`src/rtl/imm_pkg.sv`:
```
// Shared immediate-format definitions used by the encoder here and the decode-side extender.
package imm_pkg;

  typedef enum logic [2:0] {
    IMM_I = 3'b000,
    IMM_S = 3'b001,
    IMM_B = 3'b010,
    IMM_J = 3'b011,
    IMM_U = 3'b100
  } imm_fmt_e;

  // Instruction bits owned by each format's immediate field
  localparam logic [31:0] IMM_MASK_I = 32'hFFF00000;
  localparam logic [31:0] IMM_MASK_S = 32'hFE000F80;
  localparam logic [31:0] IMM_MASK_B = 32'hFE000F80;
  localparam logic [31:0] IMM_MASK_J = 32'hFFFFF000;
  localparam logic [31:0] IMM_MASK_U = 32'hFFFFF000;

  // True when imm[31:msb] are all equal, i.e. imm is a sign extension of imm[msb:0]
  function automatic logic fits_signed(input logic [31:0] imm, input int msb);
    logic [31:0] hi;
    hi = $signed(imm) >>> msb;
    return (hi == 32'h0) || (hi == 32'hFFFFFFFF);
  endfunction

endpackage

```
`src/rtl/imm_swizzle.sv`:
```
// Combinational format-specific placement of an immediate into instruction bit positions,
// with the matching field mask and a representability flag.
module imm_swizzle
  import imm_pkg::*;
(
  input  logic [2:0]  fmt,
  input  logic [31:0] imm,
  output logic [31:0] field,
  output logic [31:0] mask,
  output logic        fit
);

  always_comb begin
    field = 32'h0;
    mask  = 32'h0;
    fit   = 1'b0;
    case (fmt)
      IMM_I: begin
        field = {imm[11:0], 20'b0};
        mask  = IMM_MASK_I;
        fit   = fits_signed(imm, 11);
      end
      IMM_S: begin
        field = {imm[11:5], 13'b0, imm[4:0], 7'b0};
        mask  = IMM_MASK_S;
        fit   = fits_signed(imm, 11);
      end
      IMM_B: begin
        field = {imm[12], imm[10:5], 13'b0, imm[4:1], imm[11], 7'b0};
        mask  = IMM_MASK_B;
        fit   = fits_signed(imm, 12) && !imm[0];
      end
      IMM_J: begin
        field = {imm[20], imm[10:1], imm[11], imm[19:12], 12'b0};
        mask  = IMM_MASK_J;
        fit   = fits_signed(imm, 20) && !imm[0];
      end
      IMM_U: begin
        field = {imm[31:12], 12'b0};
        mask  = IMM_MASK_U;
        fit   = (imm[11:0] == 12'h0);
      end
      default: begin
        // Reserved formats never fit; base word passes through with an error
        field = 32'h0;
        mask  = 32'h0;
        fit   = 1'b0;
      end
    endcase
  end

endmodule

```
`src/rtl/imm_encode_unit.sv`:
```
// Two-stage valid/ready immediate encoder: S1 registers swizzled field and fit flag,
// S2 registers the merged instruction; saturating counter of delivered error beats.
module imm_encode_unit
  import imm_pkg::*;
#(
  parameter int ERR_CNT_W = 16
) (
  input  logic                 clk,
  input  logic                 rst_n,
  input  logic                 in_valid,
  output logic                 in_ready,
  input  logic [2:0]           ImmFormat,
  input  logic [31:0]          imm,
  input  logic [31:0]          base_instr,
  output logic                 out_valid,
  input  logic                 out_ready,
  output logic [31:0]          instr,
  output logic                 out_err,
  output logic [ERR_CNT_W-1:0] err_count
);

  logic [31:0] sw_field;
  logic [31:0] sw_mask;
  logic        sw_fit;

  logic        s1_valid;
  logic [31:0] s1_base;
  logic [31:0] s1_field;
  logic [31:0] s1_mask;
  logic        s1_fit;

  logic        s2_valid;
  logic [31:0] s2_instr;
  logic        s2_err;

  logic        s2_adv;
  logic        s1_adv;
  logic        in_fire;
  logic        out_fire;
  logic [31:0] merged;

  imm_swizzle u_swizzle (
    .fmt   (ImmFormat),
    .imm   (imm),
    .field (sw_field),
    .mask  (sw_mask),
    .fit   (sw_fit)
  );

  // A stage may load when it is empty or its contents move on this cycle
  assign s2_adv   = !s2_valid || out_ready;
  assign s1_adv   = !s1_valid || s2_adv;
  assign in_ready = s1_adv;
  assign in_fire  = in_valid && in_ready;
  assign out_fire = s2_valid && out_ready;

  assign merged = s1_fit ? ((s1_base & ~s1_mask) | (s1_field & s1_mask)) : s1_base;

  always_ff @(posedge clk or negedge rst_n) begin
    if (!rst_n) begin
      s1_valid <= 1'b0;
      s1_base  <= 32'h0;
      s1_field <= 32'h0;
      s1_mask  <= 32'h0;
      s1_fit   <= 1'b0;
    end else if (s1_adv) begin
      s1_valid <= in_valid;
      if (in_fire) begin
        s1_base  <= base_instr;
        s1_field <= sw_field;
        s1_mask  <= sw_mask;
        s1_fit   <= sw_fit;
      end
    end
  end

  always_ff @(posedge clk or negedge rst_n) begin
    if (!rst_n) begin
      s2_valid <= 1'b0;
      s2_instr <= 32'h0;
      s2_err   <= 1'b0;
    end else if (s2_adv) begin
      s2_valid <= s1_valid;
      if (s1_valid) begin
        s2_instr <= merged;
        s2_err   <= !s1_fit;
      end
    end
  end

  always_ff @(posedge clk or negedge rst_n) begin
    if (!rst_n) begin
      err_count <= '0;
    end else if (out_fire && s2_err && (err_count != {ERR_CNT_W{1'b1}})) begin
      err_count <= err_count + 1'b1;
    end
  end

  assign out_valid = s2_valid;
  assign instr     = s2_instr;
  assign out_err   = s2_err;

endmodule
```
`config.mk`:
```
export PLATFORM = sky130hd
export DESIGN_NAME = imm_encode_unit
export DESIGN_NICKNAME = d
export VERILOG_FILES = /design/src/rtl/imm_pkg.sv /design/src/rtl/imm_swizzle.sv /design/src/rtl/imm_encode_unit.sv
export SDC_FILE = /design/constraint.sdc
export NUM_CORES = 1
export LEC_CHECK = 0
export CAP_MARGIN = 10
export CELL_PAD_IN_SITES_DETAIL_PLACEMENT = 0
export CELL_PAD_IN_SITES_GLOBAL_PLACEMENT = 1
export CORE_MARGIN = 4
export CORE_UTILIZATION = 30
export DETAILED_ROUTE_END_ITERATION = 12
export PLACE_DENSITY_LB_ADDON = 0.1
export RECOVER_POWER = 25
export SETUP_SLACK_MARGIN = 0.05
export SYNTH_ARGS = -nofsm -noshare
export SYNTH_HDL_FRONTEND = slang
export SYNTH_SLANG_ARGS = --single-unit
```
`constraint.sdc`:
```
create_clock -name clk -period 1.65 [get_ports clk]
set_input_delay 0.4125 -clock clk [delete_from_list [all_inputs] [get_ports clk]]
set_output_delay 0.4125 -clock clk [all_outputs]
set_load 0.05 [all_outputs]
```
==> out/metrics.yaml, run 1 <==
run_status: "finished, final reports clean"
fillers: 1481
crit_path_start: "s1_valid"
final_core_util_pct: 51.7
cts_buffer_depth: 2
power_density_mw_per_mm2: 1290
netlist_area_mm2: 0.00489
hold_violations: 0
cts_root_buf: "clkbuf_16"
fin_cells: 921
drc: 0
min_path_type: "reg2reg"
dp_cells: 876
regToRegEndpoint: "err_count[1]"
cts_tree: "yes"
synth_top_area_share_pct: 57.9
synth_area_per_cell_um2: 9.91
synth_ff_type: "dfrtp_1"
fin_area_mm2: 0.00825
yosysSeqAreaShare_pct: 57.9
fmax_mhz: 609
die-area_mm2: 0.0184
min_path_cells: 2
crit_required_ns: 1.24
drt-initial-drc-count: 231
wl_per_cell_um: 15.9
hpwl_um: 10900
core_area_mm2: 0.0159
min_period_over_period_pct: 99.5
slew_viol_final: 0
crit_path_end: "in_ready"
gp_congestion: 0.834
firstDrtPassIters: 4
grt-ovfl-total: 0
path_max_fanout: 4
routed_wirelength_um: 14600
grt_max_degree: 31
ir_drop_mv: 0.744
cts_buffers: 17
critPathKind: "reg2out"
preCtsSetupSlack_ns: -0.557
viasPerCell: 4.64
min_period_ns: 1.64
antenna_found_initial: 1
synth_edf_count: 0
rsz0062_at_grt: "yes"
die_y_um: 136
syn_inst: 493
cts_sinks: 113
grt_pass1_vias: 4449
finClkSkew_ns: 0.00418
placed_cell_area_mm2: 0.00746
multi_input_area_mm2: 0.00208
final_nets: 763
cts-htree-levels: 4
die_w_um: 136
synth.ff_latch_count: 113
grt_first_pass_wirelength_um: 23200
dr_total_vias: 4273
p_leak_nw: 3.94
seq_area_mm2: 0.00285
synth_commonest_cells: "nand2_1, dfrtp_1, nor2_1"
layout_setup_ws_ns: 0.00860
drtAntennaViolNets: 0
clk_latency_ns: 0.41
clk_pin_slew_ns: 0.05
tightestPinTransition_ns: 0.739
finalSetupViolCount: 0
yosysMostFrequentCell: "nand2_1"
drive_gt1_share_pct: 29.1
yosysTopAreaCell: "dfrtp_1"
synth-async-reset-ratio_pct: 100
yosysUniqueCellTypes: 44
syn_to_final_growth_pct: 68.8
ys_warn_count: 0
critPathCaptureType: "output pin"
worstRegToRegCells: 6
num_rows: 46
r2r-start: "err_count[10]"
r2r_setup_slack_ns: 0.04
timing.max_cap.violations: 0
critPathArrivalTime_ns: 1.23
synth_fp_nets: 565
crit_path_start_kind: "register"
track_usage_pct: 16.3
portBuffers: 121
synthTopCellsByArea: "dfrtp_1, nand2_1, mux2i_1"
initial_core_util_pct: 30.6
ios: 122
slew_headroom_pct: 50.7
setup_tns_ns: 0
sequential cells by signal, indices dropped and copies added, names as in the netlist:
name / flops
s1_mask: 4
out_valid: 1
s1_field: 25
err_count: 16
s1_base: 32
instr: 32
s1_valid: 1
out_err: 1
s1_fit: 1
power by group:
group	switching (mW)	internal, mW
Clock	1.29	2.53
Sequential	0.406	3.22
Combinational	1.64	1.58
cells in the final DEF (no fill, tap or decap), types with 17 or more instances in the layout:
cell,instances
mux2i_1,26
clkbuf_16,17
dfrtp_2,17
nor2_1,28
buf_12,59
o21ai_0,31
buf_4,69
dfrtp_1,96
nand2_1,158
clkdlybuf4s50_1,54
critical path, stage by stage, from the launching register on:
cell      delay (ns)
dfrtp_1         0.39
nand3b_1        0.14
buf_6           0.15
buf_12          0.14
layer usage:
| layer | share of wire, % | track usage, % |
|---|---|---|
| met3 | 4.8 | 4.79 |
| met2 | 47 | 26.0 |
| met4 | 1.3 | 5.10 |
| met1 | 47 | 21.6 |
| met5 | 0 | 0 |
through the flow:
step                      hold slack [ns]  power [mW]
final                               0.468        10.7
after global routing                0.479        11.1
after CTS                           0.463        10.7
after detailed placement            0.355        6.88
after global placement              0.354        6.83
after floorplan                     0.117        5.04
kinds of logic (layout without fill, tap and decap cells):
group                    Yosys count  count (layout)  synth area share (%)
flip-flops                       113             113                  57.9
buffers and inverters             26             237                  2.79
adder cells (fa/ha/maj)            1               1                 0.256
AND/OR/NAND/NOR                  243             243                  21.4
other                              0               1                     0
XOR/XNOR                          15              15                  2.69
AO/OA/AOI/OAI                     68              68                  9.42
multiplexers                      27              27                  5.56
what timing repair did:
| item | 4_1_cts | 5_1_grt |
|---|---|---|
| buffers inserted | 2 | 9 |
| hold endpoints to repair | 20 | 0 |
| gates resized for setup | 16 | 14 |
| hold buffers | 1 | 0 |
| pin swaps | 4 | 13 |
| endpoints found under the setup margin | 3 | 25 |
worst min path at each step:
stage | startpoint | to | slack [ns]
after floorplan | rst_n | err_count[0] | 0.12
after global placement | rst_n | err_count[11] | 0.35
after detailed placement | rst_n | err_count[11] | 0.36
after CTS | imm[24] | s1_field[24] | 0.46
after global routing | imm[24] | s1_field[24] | 0.48
final | s1_base[4] | instr[4] | 0.47
final cells by class:
class	count	area share [%]
Antenna cell	1	0.0303
Clock buffer	23	5.92
Clock inverter	9	1.56
Inverter	3	0.137
Multi-Input combinational cell	354	25.2
Sequential cell	113	34.5
Tap cell	216	3.28
Timing Repair Buffer	202	29.4
Power figures use the tool's default switching activity.
==> run 2, diff against run 1 <==
Settings changed: GPL_TIMING_DRIVEN set to 0.
==> out/metrics.yaml, run 2 (synthesis results as in run 1) <==
final_core_util_pct: 44.3
clkPwrFrac_pct: 37.6
power_density_mw_per_mm2: 1340
crit_path_end: "err_count[15]"
antenna_found_initial: 0
layout_commonest_cell: "nand2_1"
r2r-start: "err_count[1]"
path_max_fanout: 4
layout_setup_ws_ns: 0.0819
slew_headroom_pct: 50.2
routed_wirelength_um: 14400
n_antenna_cell: 0
ios: 122
r2r_setup_slack_ns: 0.08
cts_sinks: 113
min_period_over_period_pct: 95.0
drc: 0
setup_tns_ns: 0
seq_area_mm2: 0.00285
multi_input_area_mm2: 0.00207
portBuffers: 119
firstDrtPassIters: 4
cts_tree: "yes"
track_usage_pct: 16.4
critPathArrivalTime_ns: 1.90
rsz0062_at_grt: "yes"
finalSetupViolCount: 0
switching_power_mw: 3.18
min_path_type: "in2reg"
timing.max_cap.violations: 0
slew_viol_final: 0
die_w_um: 136
cts-htree-levels: 4
grt_max_degree: 64
regToRegEndpoint: "err_count[15]"
viasPerCell: 4.71
tightestPinTransition_ns: 0.747
die-area_mm2: 0.0184
drive_gt1_share_pct: 23.6
final_nets: 713
finalPower_mw: 9.47
preCtsSetupSlack_ns: -0.836
fmax_mhz: 638
ir_drop_mv: 0.690
finClkSkew_ns: 0.0164
crit_path_start: "err_count[1]"
layout_common_cells: "nand2_1, dfrtp_1, clkdlybuf4s50_1, buf_2, o21ai_0"
critPathKind: "reg2reg"
p_leak_nw: 3.40
p_int_mw: 6.28
grt_first_pass_wirelength_um: 23000
critPathCaptureType: "register"
gp_congestion: 0.806
worstRegToRegCells: 6
clk_latency_ns: 0.42
drt-initial-drc-count: 306
wl_per_cell_um: 16.6
fin_cells: 869
fillers: 1588
cts_buffer_depth: 2
hold_violations: 0
clk_pin_slew_ns: 0.06
min_period_ns: 1.57
syn_to_final_growth_pct: 44.6
min_path_cells: 2
p_comb_share_pct: 25.2
dr_total_vias: 4097
grt-ovfl-total: 0
seqPwrFrac_pct: 37.1
crit_path_start_kind: "register"
dp_cells: 829
crit_required_ns: 1.98
cts_buffers: 17
core_area_mm2: 0.0159
grt_pass1_vias: 4243
die_y_um: 136
drtAntennaViolNets: 0
initial_core_util_pct: 30.6
num_rows: 46
p_sw_share_pct: 33.6
run_status: "finished, final reports clean"
cts_root_buf: "clkbuf_16"
hpwl_um: 10200
## run 2: cell count changes in the layout (fill, tap and decap cells not counted), moves of 5 or more
cell / before / now
buf_12: 59 / 1
clkdlybuf4s15_2: 0 / 16
buf_4: 69 / 8
buf_2: 0 / 34
clkbuf_4: 1 / 6
clkbuf_2: 1 / 7
## run 2: power by group through the flow
stage                     clock [mW]  combinational (mW)  sequential [mW]
after floorplan                    0               0.683             4.36
after global placement             0                2.47             3.57
after detailed placement           0                2.50             3.57
after CTS                       3.67                2.42             3.52
after global routing            3.82                2.58             3.58
final                           3.56                2.39             3.52
## run 2: area by class of cell
class	instances	area share [%]
plain buffers	23	2.39
repair buffers	129	15.9
flip-flops and latches	113	40.3
clock buffers	20	6.46
inverters	3	0.159
multi-input cells	354	29.3
well taps	216	3.83
clock inverters	11	1.61
## run 2: stage by stage
stage          hold WS, ns  cell area [um^2]
3_3_place_gp         0.446              6470
2_1_floorplan        0.117              5010
4_1_cts              0.229              7050
3_5_place_dp         0.398              6500
5_1_grt              0.247              7070
6_report             0.243              7070
## run 2: metal layers
metal	routed length (um)	global-route usage, %
met5	0	0
met4	105	5.38
met3	752	4.94
met2	6650	25.0
met1	6910	22.3
## run 2: worst min path at each step
stage	from	to	slack [ns]
3_5_place_dp	rst_n	err_count[11]	0.40
4_1_cts	ImmFormat[2]	s1_field[7]	0.23
5_1_grt	ImmFormat[2]	s1_field[7]	0.25
3_3_place_gp	s1_base[6]	instr[6]	0.45
6_report	ImmFormat[2]	s1_field[7]	0.24
2_1_floorplan	rst_n	err_count[0]	0.12
## run 2: worst max-delay path: stages (launching register included)
cell and delay (ns):
dfrtp_2 0.44, ha_4 0.18, nand3_4 0.12, nor4_4 0.06, or3_4 0.39, nor3_4 0.14, xor2_1 0.17
## run 2: what timing repair did
action	CTS	global route
buffers inserted	1	7
hold endpoints to repair	50	0
setup endpoints to repair	116	79
gates resized for setup	208	59
hold buffers	1	0
pin swaps	1	3
==> run 3, diff against run 2 <==
--- a/config.mk
+++ b/config.mk
@@ -16,3 +16,4 @@
 export RECOVER_POWER = 25
-export SETUP_SLACK_MARGIN = 0.05
+export SETUP_SLACK_MARGIN = 0.4
+export SLEW_MARGIN = 20
 export SYNTH_ARGS = -nofsm -noshare
==> constraint.sdc (replaced) <==
create_clock -name clk -period 1.65 [get_ports clk]
set_input_delay 0.165 -clock clk [delete_from_list [all_inputs] [get_ports clk]]
set_output_delay 0.165 -clock clk [all_outputs]
set_load 0.05 [all_outputs]
==> out/metrics.yaml, run 3 (synthesis results as in run 1) <==
slew_headroom_pct: 44.6
min_period_ns: 1.54
p_leak_nw: 4.00
cts_sinks: 113
r2r-start: "err_count[6]"
critPathKind: "reg2reg"
core_area_mm2: 0.0159
worstRegToRegCells: 5
r2r_setup_slack_ns: 0.11
clk_pin_slew_ns: 0.05
n_antenna_cell: 0
routed_wirelength_um: 15700
drive_gt1_share_pct: 40.5
min_path_cells: 3
run_status: "finished, final reports clean"
crit_path_start_kind: "register"
die_w_um: 136
layout_common_cells: "nand2_1, dfrtp_1, clkdlybuf4s50_1, nand2_2"
min_period_over_period_pct: 93.5
cpMaxStageDelayCell: "dfrtp_2"
cts_buffer_depth: 2
regToRegEndpoint: "err_count[1]"
rsz0062_at_grt: "yes"
fillers: 1492
grt_max_degree: 59
path_cells: "nand4_1 > buf_6 > nor4_4 > nor2_2 > mux2_4"
grt.busiest_layer: "met2"
hpwl_um: 10300
dr_total_vias: 4392
drtAntennaViolNets: 0
crit_required_ns: 1.94
initial_core_util_pct: 30.6
track_usage_pct: 17.3
min_from: "ImmFormat[2]"
fin_cells: 914
ios: 122
ir_drop_mv: 0.784
portBuffers: 119
finalSetupViolCount: 0
grt_first_pass_wirelength_um: 24400
firstDrtPassIters: 5
fmax_mhz: 648
min_path_type: "in2reg"
gp_congestion: 0.817
die-area_mm2: 0.0184
num_rows: 46
drt-initial-drc-count: 229
cp_slowest_stage_delay_ns: 0.36
drc: 0
critPathArrivalTime_ns: 1.84
final_nets: 757
finClkSkew_ns: 0.0122
die_y_um: 136
path_max_fanout: 4
antenna_found_initial: 0
layout_commonest_cell: "nand2_1"
grt-ovfl-total: 0
finalPower_mw: 10.4
setup_tns_ns: 0
viasPerCell: 4.81
layout_setup_ws_ns: 0.107
cts-htree-levels: 4
slew_viol_final: 0
cts_tree: "yes"
min_to: "s1_mask[11]"
holdWs_ns: 0.142
dp_cells: 829
power_density_mw_per_mm2: 1240
grt.met3_usage_pct: 4.42
clk_latency_ns: 0.41
wl_per_cell_um: 17.2
tightestPinTransition_ns: 0.831
hold_violations: 0
timing.max_cap.violations: 0
critPathCaptureType: "register"
syn_to_final_growth_pct: 71.7
grt_use_met2_pct: 28.4
grtUsageMet1_pct: 22.8
preCtsSetupSlack_ns: -0.470
grt_pass1_vias: 4471
cts_buffers: 17
cts_root_buf: "clkbuf_16"
[run 3: worst max path at each step]
stage,start,to,slack (ns),cells past startpoint
after global placement,rst_n,out_err,-4.48,1
after CTS,err_count[0],err_count[0],0.11,1
after detailed placement,imm[20],s1_fit,-0.47,6
after global routing,err_count[12],err_count[10],0.003,6
after floorplan,out_valid,s1_mask[24],-0.24,5
final,err_count[6],err_count[1],0.11,5
[run 3: through the flow]
stage / utilization (%) / instance area [um^2]
after global routing: 52.6 / 8390
after floorplan: - / 5030
after CTS: 49.2 / 7840
after global placement: 40.7 / 6500
after detailed placement: 40.9 / 6530
final: 52.6 / 8390
[run 3: area by class of cell]
type                       count  area [um^2]  area share [%]
buffer                        23          368            4.38
clock buffer                  23          468            5.58
clock inverter                 9          155            1.85
inverter                       3         11.3           0.134
multi-input combinational    357         2620            31.3
sequential                   113         2850            34.0
tap                          216          270            3.22
timing repair buffer         170         1640            19.6
[run 3: power by group]
part	leakage, nW	internal, mW	switching [mW]
combinational	2.30	1.18	1.83
sequential	1.39	3.22	0.313
clock	0.301	2.60	1.27
total	4.00	7.00	3.41
[run 3: repair_timing]
action | 4_1_cts | 5_1_grt
hold endpoints to repair | 58 | 0
hold buffers | 2 | 0
cloned | 10 | 1
pin swaps | 48 | 58
resized for setup | 393 | 133
setup endpoints to repair | 156 | 121
buffers inserted | 26 | 14
[run 3: routing by layer]
| metal | vias to the layer above | wire length, um |
|---|---|---|
| met3 | 10 | 816 |
| met1 | 2176 | 6930 |
| met4 | 0 | 119 |
| li1 | 2094 | - |
| met5 | - | 0 |
| met2 | 112 | 7870 |
[run 3: worst max-delay path: cells and delay by family (launching register included)]
family	cells	cell delay, ns
buffers and inverters	1	0.16
DFF	1	0.36
muxes	1	0.31
and+or+nand+nor	3	0.61
